--- src/rtl/max7219_frame_loader.sv ---
// Loads one MAX7219 frame (13 command words) into the decoder command RAM, arms the decoder, waits for completion.
// Optional feature: define MAX7219_READBACK_EN to add a read-back verification pass that reports mismatches on o_err.
module max7219_frame_loader #(
    parameter int G_RAM_ADDR_WIDTH = 8,
    parameter int G_RAM_DATA_WIDTH = 16,
    parameter int G_BASE_ADDR      = 0
) (
    input  logic                        clk,
    input  logic                        rst_n,
    input  logic                        i_start,
    input  logic [63:0]                 i_digits,
    input  logic [7:0]                  i_decode_mode,
    input  logic [3:0]                  i_intensity,
    input  logic [2:0]                  i_scan_limit,
    output logic                        o_me,
    output logic                        o_we,
    output logic [G_RAM_ADDR_WIDTH-1:0] o_addr,
    output logic [G_RAM_DATA_WIDTH-1:0] o_wdata,
    input  logic [G_RAM_DATA_WIDTH-1:0] i_rdata,
    output logic                        o_en,
    output logic [G_RAM_ADDR_WIDTH-1:0] o_start_ptr,
    output logic [G_RAM_ADDR_WIDTH-1:0] o_last_ptr,
    output logic                        o_ptr_val,
    output logic                        o_loop,
    input  logic                        i_ptr_equality,
    output logic                        o_busy,
    output logic                        o_done,
    output logic                        o_err
);

    localparam int AW = G_RAM_ADDR_WIDTH;
    localparam int DW = G_RAM_DATA_WIDTH;

    localparam logic [AW-1:0] BASE_ADDR    = AW'(G_BASE_ADDR);
    localparam logic [AW-1:0] LAST_ADDR    = BASE_ADDR + AW'(12);
    localparam logic [3:0]    LAST_IDX     = 4'd12;
    localparam logic [1:0]    STALE_CYCLES = 2'd2;

    typedef enum logic [2:0] {
        S_IDLE,
        S_WRITE,
        S_VERIFY,
        S_CHECK,
        S_ARM,
        S_RUN,
        S_DONE
    } state_t;

    state_t          state_q;
    logic [3:0]      n_q;
    logic [1:0]      run_cnt_q;
    logic [63:0]     digits_q;
    logic [7:0]      decode_mode_q;
    logic [3:0]      intensity_q;
    logic [2:0]      scan_limit_q;
    logic            me_q;
    logic            we_q;
    logic [AW-1:0]   addr_q;
    logic [DW-1:0]   wdata_q;
    logic            en_q;
    logic [AW-1:0]   start_ptr_q;
    logic [AW-1:0]   last_ptr_q;
    logic            ptr_val_q;
    logic            busy_q;
    logic            done_q;

    // Command word n of the frame: shutdown-exit, test off, decode, intensity, scan limit, digits 1..8.
    function automatic logic [DW-1:0] cmd_word(
        input logic [3:0]  n,
        input logic [63:0] digits,
        input logic [7:0]  decode_mode,
        input logic [3:0]  intensity,
        input logic [2:0]  scan_limit
    );
        logic [3:0]    reg_a;
        logic [7:0]    data;
        logic [2:0]    k;
        logic [DW-1:0] w;
        k = 3'(n - 4'd5);
        case (n)
            4'd0:    begin reg_a = 4'hC; data = 8'h01;                 end
            4'd1:    begin reg_a = 4'hF; data = 8'h00;                 end
            4'd2:    begin reg_a = 4'h9; data = decode_mode;           end
            4'd3:    begin reg_a = 4'hA; data = {4'h0, intensity};     end
            4'd4:    begin reg_a = 4'hB; data = {5'h00, scan_limit};   end
            default: begin reg_a = n - 4'd4; data = digits[{k, 3'b000} +: 8]; end
        endcase
        w       = '0;
        w[15:0] = {4'h0, reg_a, data};
        return w;
    endfunction

`ifdef MAX7219_READBACK_EN
    logic err_q;
`endif

    always_ff @(posedge clk or negedge rst_n) begin
        if (!rst_n) begin
            state_q       <= S_IDLE;
            n_q           <= '0;
            run_cnt_q     <= '0;
            digits_q      <= '0;
            decode_mode_q <= '0;
            intensity_q   <= '0;
            scan_limit_q  <= '0;
            me_q          <= 1'b0;
            we_q          <= 1'b0;
            addr_q        <= '0;
            wdata_q       <= '0;
            en_q          <= 1'b0;
            start_ptr_q   <= '0;
            last_ptr_q    <= '0;
            ptr_val_q     <= 1'b0;
            busy_q        <= 1'b0;
            done_q        <= 1'b0;
`ifdef MAX7219_READBACK_EN
            err_q         <= 1'b0;
`endif
        end else begin
            // NOTE: strobes default low here and are raised by the one state that owns them;
            // non-blocking assignments make this later override safe within the same block.
            ptr_val_q <= 1'b0;
            done_q    <= 1'b0;

            case (state_q)
                S_IDLE: begin
                    if (i_start) begin
                        digits_q      <= i_digits;
                        decode_mode_q <= i_decode_mode;
                        intensity_q   <= i_intensity;
                        scan_limit_q  <= i_scan_limit;
                        busy_q        <= 1'b1;
                        me_q          <= 1'b1;
                        we_q          <= 1'b1;
                        addr_q        <= BASE_ADDR;
                        wdata_q       <= cmd_word(4'd0, i_digits, i_decode_mode, i_intensity, i_scan_limit);
                        n_q           <= '0;
                        state_q       <= S_WRITE;
`ifdef MAX7219_READBACK_EN
                        err_q         <= 1'b0;
`endif
                    end
                end

                S_WRITE: begin
                    if (n_q == LAST_IDX) begin
`ifdef MAX7219_READBACK_EN
                        we_q        <= 1'b0;
                        addr_q      <= BASE_ADDR;
                        wdata_q     <= '0;
                        n_q         <= '0;
                        state_q     <= S_VERIFY;
`else
                        me_q        <= 1'b0;
                        we_q        <= 1'b0;
                        wdata_q     <= '0;
                        start_ptr_q <= BASE_ADDR;
                        last_ptr_q  <= LAST_ADDR;
                        ptr_val_q   <= 1'b1;
                        en_q        <= 1'b1;
                        state_q     <= S_ARM;
`endif
                    end else begin
                        n_q     <= n_q + 4'd1;
                        addr_q  <= addr_q + AW'(1);
                        wdata_q <= cmd_word(n_q + 4'd1, digits_q, decode_mode_q, intensity_q, scan_limit_q);
                    end
                end

`ifdef MAX7219_READBACK_EN
                // Read data for word n-1 arrives while word n is being addressed.
                S_VERIFY: begin
                    if (n_q != 4'd0 && i_rdata != cmd_word(n_q - 4'd1, digits_q, decode_mode_q,
                                                           intensity_q, scan_limit_q)) begin
                        err_q <= 1'b1;
                    end
                    if (n_q == LAST_IDX) begin
                        me_q    <= 1'b0;
                        state_q <= S_CHECK;
                    end else begin
                        n_q    <= n_q + 4'd1;
                        addr_q <= addr_q + AW'(1);
                    end
                end

                S_CHECK: begin
                    if (i_rdata != cmd_word(LAST_IDX, digits_q, decode_mode_q, intensity_q, scan_limit_q)) begin
                        err_q <= 1'b1;
                    end
                    start_ptr_q <= BASE_ADDR;
                    last_ptr_q  <= LAST_ADDR;
                    ptr_val_q   <= 1'b1;
                    en_q        <= 1'b1;
                    state_q     <= S_ARM;
                end
`endif

                S_ARM: begin
                    run_cnt_q <= '0;
                    state_q   <= S_RUN;
                end

                // The decoder's equality flag is stale right after arming, so the first cycles are skipped.
                S_RUN: begin
                    if (run_cnt_q != STALE_CYCLES) begin
                        run_cnt_q <= run_cnt_q + 2'd1;
                    end else if (i_ptr_equality) begin
                        en_q    <= 1'b0;
                        done_q  <= 1'b1;
                        state_q <= S_DONE;
                    end
                end

                S_DONE: begin
                    busy_q  <= 1'b0;
                    state_q <= S_IDLE;
                end

                default: begin
                    state_q <= S_IDLE;
                end
            endcase
        end
    end

    assign o_me        = me_q;
    assign o_we        = we_q;
    assign o_addr      = addr_q;
    assign o_wdata     = wdata_q;
    assign o_en        = en_q;
    assign o_start_ptr = start_ptr_q;
    assign o_last_ptr  = last_ptr_q;
    assign o_ptr_val   = ptr_val_q;
    assign o_loop      = 1'b0;
    assign o_busy      = busy_q;
    assign o_done      = done_q;

`ifdef MAX7219_READBACK_EN
    assign o_err = err_q;
`else
    logic unused_rdata;
    assign unused_rdata = ^i_rdata;
    assign o_err        = 1'b0;
`endif

endmodule

--- config.mk ---
export PLATFORM = sky130hd
export DESIGN_NAME = max7219_frame_loader
export DESIGN_NICKNAME = d
export VERILOG_FILES = /design/src/rtl/max7219_frame_loader.sv
export SDC_FILE = /design/constraint.sdc
export NUM_CORES = 1
export LEC_CHECK = 0
export ABC_AREA = 1
export CAP_MARGIN = 20
export CORE_ASPECT_RATIO = 0.7
export CORE_MARGIN = 3
export CORE_UTILIZATION = 30
export DETAILED_ROUTE_END_ITERATION = 7
export SYNTH_ARGS = -nofsm -noshare
export SYNTH_HDL_FRONTEND = slang
export SYNTH_SLANG_ARGS = --single-unit
--- constraint.sdc ---
create_clock -name clk -period 4.8 [get_ports clk]
set_clock_uncertainty 0.15 [all_clocks]
set_input_delay 0.72 -clock clk [delete_from_list [all_inputs] [get_ports clk]]
set_output_delay 0.72 -clock clk [all_outputs]
set_load 0.1 [all_outputs]
Yosys cells after proc, flatten, opt, wreduce, memory -nomap -nowiden --
Index checks and enable logic that the tools add are counted.
Word-level totals: flip-flop bits (word level) 118, bits of input ports 99, output and inout port bits 48, word-level logic and storage cells 83
Cells by class: add/subtract/negate cells 5, equality and inequality tests 16, shift operators 1, muxes and demuxes 31, reduce and logical (&&, ||, !) cells 15
Operator list (number):
- $shiftx 64x7->8 | 1
- $pmux 8 s5 | 1
- $pmux 16 s2 | 1
- $pmux 4 s5 | 1
- $mux 16 | 1
- $mux 8 | 2
- $pmux 8 s2 | 1
- $ne 2x2->1 const B | 7
- $mux 12 | 1
- $mux 3 | 4
- $pmux 3 s4 | 1
- $mux 1 | 10
- $reduce_and 2->1 | 5
- $eq 3x3->1 const B | 3
- $add 8x1->8 const B | 1
- $eq 4x2->1 const B | 2
- $mux 4 | 2
- $pmux 4 s2 | 1
- $reduce_and 4->1 | 2
- $reduce_bool 2->1 | 4
- $pmux 1 s2 | 3
- $reduce_and 3->1 | 2
- $add 4x1->4 const B | 1
- $eq 4x1->1 const B | 1
- other kinds (10) | 10

Longest topological paths before layout --
Gate-level depths: netlist of the first run.
depth after elaboration 6, mapped depth 15, depth with buffers taken out 14

Least setup slack after synthesis of the first run --
Ideal clock, no wire load.
kind register to register, start register n_q[1], end register wdata_q[0] (netlist: o_wdata[0]), library setup time 0.074 ns, data arrival time 2.077 ns, required time 4.576 ns, slack 2.498 ns, stages on the path, launching flop included 13, clock period less this slack 2.302 ns, path through dfrtp_1 ha_1 xnor2_2 inv_1 ha_1 nand2_1 nand2_1 nor2_1 nand2_4 buf_6 nand3_1 nand3_1 a21oi_2
On the way: word-level cells in the longest chain between the ends 6, elaborated cells between the ends (all ways) 12, those cells by class add/sub: 2; eq/ne: 5; shift: 1; mux: 3; reduce/logical: 1
RTL lines:
- start: declaration | RTL line 50 | logic [3:0] n_q;
- start signal: assignment | RTL line 164 | n_q <= n_q + 4'd1;
- $add 4x1->4 | RTL line 166 | wdata_q <= cmd_word(n_q + 4'd1, digits_q, decode_mode_q, intensity_q, scan_limit_q);
- $sub 3x3->3 | RTL line 79 | k = 3'(n - 4'd5);
- $shiftx 64x7->8 | RTL line 86 | default: begin reg_a = n - 4'd4; data = digits[{k, 3'b000} +: 8]; end
- $pmux 8 s5 | RTL line 80 | case (n)
- $mux 12 (*) | RTL line 146 | if (n_q == LAST_IDX) begin
- $pmux 16 s2 (*) | RTL line 125 | case (state_q)
- end signal: assignment | RTL line 136 | wdata_q <= cmd_word(4'd0, i_digits, i_decode_mode, i_intensity, i_scan_limit);
- end signal: assignment | RTL line 166
- end: declaration | RTL line 59 | logic [DW-1:0] wdata_q;
Mark *: on every way between the ends. The rest lies on a longest branch, timed or not. A chain may end at the register's enable or synchronous reset.

Final worst setup path of the first run --
start register n_q[0], end register wdata_q[0] (netlist: o_wdata[0])
Same word-level chain as after synthesis.

==> flow_summary.json, run 1 <==
{
  "io-pin-count": 147,
  "synth_area_per_cell_um2": 7.748,
  "fillers": 1895,
  "synthDistinctLibCells": 37,
  "maxCapViolations": 0,
  "crit_required_ns": 4.99,
  "synthAdderAreaFrac": 0.02218,
  "initial_core_util": 0.3097,
  "setup_viol": 0,
  "layoutNonFillerInstCount": 1076,
  "nNetsFinal": 937,
  "drtAntennaViolNets": 0,
  "overflow": 0,
  "synth_edf_count": 0,
  "slew_violations": 0,
  "r2r_end": "o_wdata[0]",
  "cts-resized-gates": 0,
  "rows": 41,
  "htree_levels": 4,
  "hold_violations": 0,
  "fin_tns_setup_ns": 0,
  "cts_tree": "done",
  "num_antenna_cells": 0,
  "drt-initial-drc-count": 346,
  "power_mw": 5.573,
  "tightest_slew_ns": 0.9975,
  "crit_path_frequent_cell": "inv_2",
  "ys.flop_type": "dfrtp_1",
  "clk_path_buf_depth": 2,
  "cpPeakStageDelay_ns": 0.65,
  "grt_max_degree": 88,
  "ys_ff_latch": 114,
  "num_vias": 4744,
  "synthMuxAreaShare": 0,
  "antenna_found_initial": 0,
  "critical_path_class": "reg2reg",
  "area_growth_pct": 31.85,
  "relSlewSlack": 0.3341,
  "drive_gt1_frac": 0.07143,
  "insertion_delay_ns": 0.41,
  "period_needed_ns": 3.170,
  "ff2ff_path_depth": 11,
  "cp_cell_sequence": "buf_4 > inv_2 > ha_1 > nor2_4 > inv_2 > nand3_4 > nand2_4 > inv_2 > nand2_1 > nand3_1 > a21oi_2",
  "dp_hpwl_mm": 10.39,
  "peakVddDrop_uv": 233.0,
  "synth_compound_area_frac": 0.05634,
  "firstDrtPassIters": 4,
  "io_buffers": 110,
  "yosys_warnings": 0,
  "postCtsSetupBuffers": 0,
  "crit_family": "buffers and inverters",
  "cp.arrival_ns": 3.36,
  "coreArea_um2": 18210,
  "die_x_um": 169.9,
  "startpoint": "n_q[0]",
  "drt_wl_total_mm": 15.24,
  "die_height_um": 120.7,
  "wire_per_inst_um": 14.16,
  "grt_usage": 0.1569,
  "ys_async_sr_fraction": 1.000,
  "power.density_nw_per_um2": 749.3,
  "fmax_mhz": 315.4,
  "clk_pin_slew_ns": 0.06,
  "cts_buffers": 17,
  "synth_top_family_by_area": "simple AND/OR/NAND/NOR gates",
  "cp_slowest_cell": "inv_2",
  "place.gp.congestion": 0.8374,
  "cp-end-kind": "flop",
  "rsz0062_at_grt": "false",
  "dpl_worst_slack_ns": 1.682,
  "grt_pass1_vias": 4822,
  "drc": 0,
  "cts-root-buf": "clkbuf_16",
  "crit_fanout": 45,
  "layout_worst_path_cycle_share": 0.6605,
  "synth_area_um2": 5640,
  "dp.cells": 1045,
  "regToRegSetupSlack_ns": 1.63,
  "syn_inst": 728,
  "crit_path_start_kind": "flop",
  "vias_per_cell": 4.409,
  "seq_area_frac_synth": 0.5058,
  "dieArea_um2": 20510,
  "p_leak_nw": 3.647,
  "grt_first_pass_wirelength_mm": 25.03,
  "worst-path-buf-inv": 4,
  "numClockSinks": 114,
  "layout_setup_ws_ns": 1.630,
  "holdCritPathClass": "in2async",
  "status": "completed",
  "ctsHoldBuffers": 0,
  "yosys.area_share.simple": 0.3279,
  "synthXorXnorAreaFrac": 0.004437,
  "r2r_start": "n_q[0]"
}
## sequential cells by signal (all words and copies together) (netlist names), 2 cells and up
| register | flops |
|---|---|
| o_addr | 8 |
| scan_limit_q | 3 |
| decode_mode_q | 8 |
| o_wdata | 12 |
| state_q | 3 |
| digits_q | 64 |
| n_q | 4 |
| run_cnt_q | 2 |
| intensity_q | 4 |
## power breakdown
part           switching [mW]  internal (mW)  total (mW)  leakage (nW)
combinational            1.87          0.746        2.62          1.92
clock                   0.448          0.879        1.33         0.300
sequential              0.248           1.38        1.63          1.43
## cells in the mapped netlist, types with 2 or more instances
master	instances	area (um2)
nand2_1	365	1370
nand4_1	5	31.28
inv_1	28	105.1
a21oi_1	19	95.09
nor2_1	20	75.07
o21ai_0	14	70.07
ha_1	10	125.1
nand3_2	2	20.02
nand2_4	2	22.52
buf_2	16	80.08
nor3_1	5	25.02
nand3_1	43	215.2
o22ai_1	2	12.51
o21ai_1	18	90.09
dfrtp_1	114	2853
nor2_4	2	22.52
buf_4	27	202.7
nand2_2	2	12.51
inv_2	8	30.03
clkbuf_1	9	33.78
## routing by layer
| layer | up-vias | global-route usage | wire, um |
|---|---|---|---|
| met5 | - | 0 | 0 |
| met3 | 4 | 0.04216 | 901 |
| met2 | 123 | 0.2217 | 6270 |
| met4 | 0 | 0.04035 | 78 |
| li1 | 2443 | - | - |
| met1 | 2174 | 0.2357 | 7986 |
## cell type report
class	count	area, um2	share of cell area
Clock buffer	22	494.2	0.06645
Multi-Input combinational cell	543	2392	0.3217
Inverter	37	138.9	0.01867
Tap cell	236	295.3	0.03970
Sequential cell	114	2853	0.3836
Clock inverter	9	127.6	0.01716
Timing Repair Buffer	115	1136	0.1528
## cells by family after synthesis
| kind of cell | Yosys count |
|---|---|
| adder cells (fa/ha/maj) | 10 |
| buffers and inverters | 90 |
| AND/OR/NAND/NOR | 452 |
| flip-flops | 114 |
| AO/OA/AOI/OAI | 59 |
| XOR/XNOR | 2 |
| other | 1 |
## worst max-delay path by stage
stage | cells past startpoint | to
3_3_place_gp | 11 | o_wdata[1]
2_1_floorplan | 12 | o_wdata[0]
6_report | 11 | o_wdata[0]
3_5_place_dp | 11 | o_wdata[1]
4_1_cts | 11 | o_wdata[1]
5_1_grt | 11 | o_wdata[1]
## metrics by stage
stage / utilization / instance area (um2) / hold slack, ns
3_3_place_gp: 0.3742 / 6815 / 0.3120
4_1_cts: 0.4084 / 7437 / 0.1965
6_report: 0.4084 / 7437 / 0.1859
2_1_floorplan: - / 5712 / 0.2744
5_1_grt: 0.4084 / 7437 / 0.2231
3_5_place_dp: 0.3742 / 6815 / 0.3151
## cells in the final DEF (no fill, tap or decap)
cell | netlist | layout
clkinvlp_4 | 0 | 3
ha_1 | 10 | 10
nand3_4 | 1 | 1
bufinv_16 | 0 | 3
inv_2 | 8 | 8
xor2_1 | 1 | 1
nand4_1 | 5 | 5
o21ai_1 | 18 | 18
a31oi_1 | 1 | 1
xnor2_2 | 1 | 1
a21boi_0 | 1 | 1
nor3_1 | 5 | 5
clkbuf_8 | 0 | 5
and3_1 | 1 | 1
o31ai_1 | 1 | 1
dfrtp_1 | 114 | 114
clkbuf_16 | 0 | 17
clkinv_2 | 0 | 3
a21oi_2 | 1 | 1
clkdlybuf4s50_1 | 0 | 109
nand2_4 | 2 | 2
conb_1 | 1 | 20
nor2_4 | 2 | 2
nor2_2 | 1 | 1
o211ai_1 | 1 | 1
o21ai_0 | 14 | 14
nand3_1 | 43 | 43
nand2_2 | 2 | 2
nand3_2 | 2 | 2
nand4_2 | 1 | 1
nor2_1 | 20 | 20
o22ai_1 | 2 | 2
or2_2 | 1 | 1
inv_1 | 28 | 28
nand2_1 | 365 | 365
clkinv_1 | 1 | 1
a21oi_1 | 19 | 19
o211ai_2 | 1 | 1
buf_4 | 27 | 6
nor4_1 | 1 | 1
Note: power is estimated with default switching activity, not from simulation.
==> run 2, diff against run 1 <==
==> constraint.sdc (replaced) <==
create_clock -name clk -period 2.85 [get_ports clk]
set_clock_uncertainty 0.15 [all_clocks]
set_input_delay 0.4275 -clock clk [delete_from_list [all_inputs] [get_ports clk]]
set_output_delay 0.4275 -clock clk [all_outputs]
set_load 0.1 [all_outputs]
==> run 2 against run 1 <==
- combinational power rose by 68%
- sequential power rose by 69%
- fmax is 26% higher
- total power grew 65%
- clock power grew 53%
- utilization shrank 0.32 points
- register-to-register slack got worse by 1.3 ns
- design area decreased by 0.79%
- non-clock buffer count increased by 6
- sequential share of layout area rose by 0.31 points
- sequential cell count unchanged
- critical path type unchanged
- critical endpoint unchanged
- largest power group unchanged
- highest routed layer unchanged
==> flow_summary.json, run 2 (same netlist as run 1, synthesis figures left out) <==
{
  "firstDrtPassIters": 4,
  "regToRegSetupSlack_ns": 0.33,
  "numClockSinks": 114,
  "dp_hpwl_mm": 10.76,
  "htree_levels": 4,
  "clk_pin_slew_ns": 0.05,
  "crit_path_frequent_cell": "nand2_1",
  "insertion_delay_ns": 0.42,
  "status": "completed",
  "cts_buffers": 17,
  "maxCapViolations": 0,
  "coreArea_um2": 18210,
  "initial_core_util": 0.3097,
  "antenna_found_initial": 0,
  "rsz0062_at_grt": "false",
  "drive_gt1_frac": 0.1076,
  "top_register": "digits_q",
  "critical_path_class": "reg2reg",
  "p_leak_nw": 3.694,
  "dieArea_um2": 20510,
  "nNetsFinal": 943,
  "cp_cell_sequence": "ha_1 > xnor2_2 > inv_1 > ha_1 > nand2_1 > nand2_1 > nor2_1 > nand2_4 > inv_2 > nand2_1 > nand3_1 > a21oi_2",
  "r2r_end": "o_wdata[0]",
  "peakVddDrop_uv": 453.3,
  "slew_violations": 0,
  "drt-initial-drc-count": 318,
  "num_antenna_cells": 0,
  "grt_usage": 0.1556,
  "hold_violations": 0,
  "cpPeakStageDelay_ns": 0.47,
  "power.density_nw_per_um2": 1244,
  "cp-endpoint": "o_wdata[0]",
  "crit_required_ns": 2.99,
  "drt_wl_total_mm": 15.22,
  "mostFrequentLayoutCells": "nand2_1 (365), dfrtp_1 (114), clkdlybuf4s50_1 (81), nand3_1 (43), buf_4 (37)",
  "holdCritPathClass": "in2async",
  "setup_viol": 0,
  "fin_tns_setup_ns": 0,
  "placed_cell_area_um2": 6808,
  "r2r_start": "n_q[1]",
  "area_growth_pct": 30.81,
  "layout_worst_path_cycle_share": 0.8844,
  "die_height_um": 120.7,
  "largest_register_ffs": 64,
  "overflow": 0,
  "drc": 0,
  "layout_commonest_cell": "nand2_1",
  "io-pin-count": 147,
  "vias_per_cell": 4.417,
  "grt_first_pass_wirelength_mm": 24.76,
  "worst-path-buf-inv": 2,
  "grt_max_degree": 70,
  "cp-end-kind": "flop",
  "startpoint": "n_q[1]",
  "ff2ff_path_depth": 12,
  "cp_slowest_cell": "dfrtp_1",
  "place.gp.congestion": 0.8355,
  "cts_tree": "done",
  "postCtsSetupBuffers": 0,
  "die_x_um": 169.9,
  "clk_path_buf_depth": 2,
  "path_depth": 12,
  "period_needed_ns": 2.520,
  "crit_fanout": 15,
  "crit_path_start_kind": "flop",
  "num_vias": 4779,
  "cts-root-buf": "clkbuf_16",
  "io_buffers": 110,
  "rows": 41,
  "cp.arrival_ns": 2.66,
  "wire_per_inst_um": 14.07,
  "fmax_mhz": 396.8,
  "drtAntennaViolNets": 0,
  "crit_family": "simple AND/OR/NAND/NOR gates",
  "design_area_um2": 7378,
  "grt_pass1_vias": 4664
}
run 2: how the worst min path moves through the flow:
stage                                   to  slack (ns)  cells after the start
after floorplan           decode_mode_q[0]       -0.02                      0
after global placement        digits_q[52]        0.18                      1
after detailed placement      digits_q[52]        0.18                      1
after CTS                     digits_q[46]        0.29                      2
after global routing          digits_q[46]        0.31                      2
final                         digits_q[35]        0.29                      2
run 2: stage by stage:
stage | hold WS [ns] | utilization | setup slack (ns) | power (mW) | instances
floorplan | -0.01809 | - | 0.5483 | 6.109 | 747
global placement | 0.1780 | 0.3738 | 0.3979 | 7.148 | 1050
detailed placement | 0.1824 | 0.3738 | 0.3433 | 7.197 | 1050
CTS | 0.2926 | 0.4052 | 0.3259 | 9.266 | 1082
global route | 0.3129 | 0.4052 | 0.1258 | 9.892 | 1082
finish | 0.2906 | 0.4052 | 0.3296 | 9.176 | 1082
run 2: what timing repair did:
action                                 in CTS  in global routing
hold buffers                                1                  0
resized for setup                           0                  0
setup endpoints to repair                   0                  0
endpoints found under the hold margin      16                  0
run 2: where the power goes:
group | internal [mW] | switching [mW] | leakage [nW] | total (mW)
clock network | 1.29 | 0.734 | 0.275 | 2.03
logic | 1.24 | 3.14 | 1.99 | 4.39
registers | 2.33 | 0.437 | 1.43 | 2.76
total | 4.86 | 4.31 | 3.69 | 9.18
run 2: metal layers:
| metal | vias up | part of all wire | global-route usage |
|---|---|---|---|
| met5 | - | 0 | 0 |
| met4 | 0 | 0.0096 | 0.04239 |
| met3 | 9 | 0.053 | 0.04444 |
| met2 | 121 | 0.41 | 0.2155 |
| met1 | 2195 | 0.53 | 0.2346 |
| li1 | 2454 | - | - |
run 2: worst register-to-register path: cells and delay by family, from the launching register on:
family                   cells  cell delay (ns)
flip-flops                   1             0.47
AO/OA/AOI/OAI                1             0.06
adder cells (fa/ha/maj)      2             0.45
XOR/XNOR                     1             0.31
AND/OR/NAND/NOR              6             0.74
buffers and inverters        2             0.22
run 2: layout make-up:
class,count,area [um2]
Clock inverter,11,113.9
Tap cell,236,295.3
Clock buffer,20,446.7
Multi-Input combinational cell,543,2392
Timing Repair Buffer,121,1139
Sequential cell,114,2853
Inverter,37,138.9
Fill cell,1886,10830
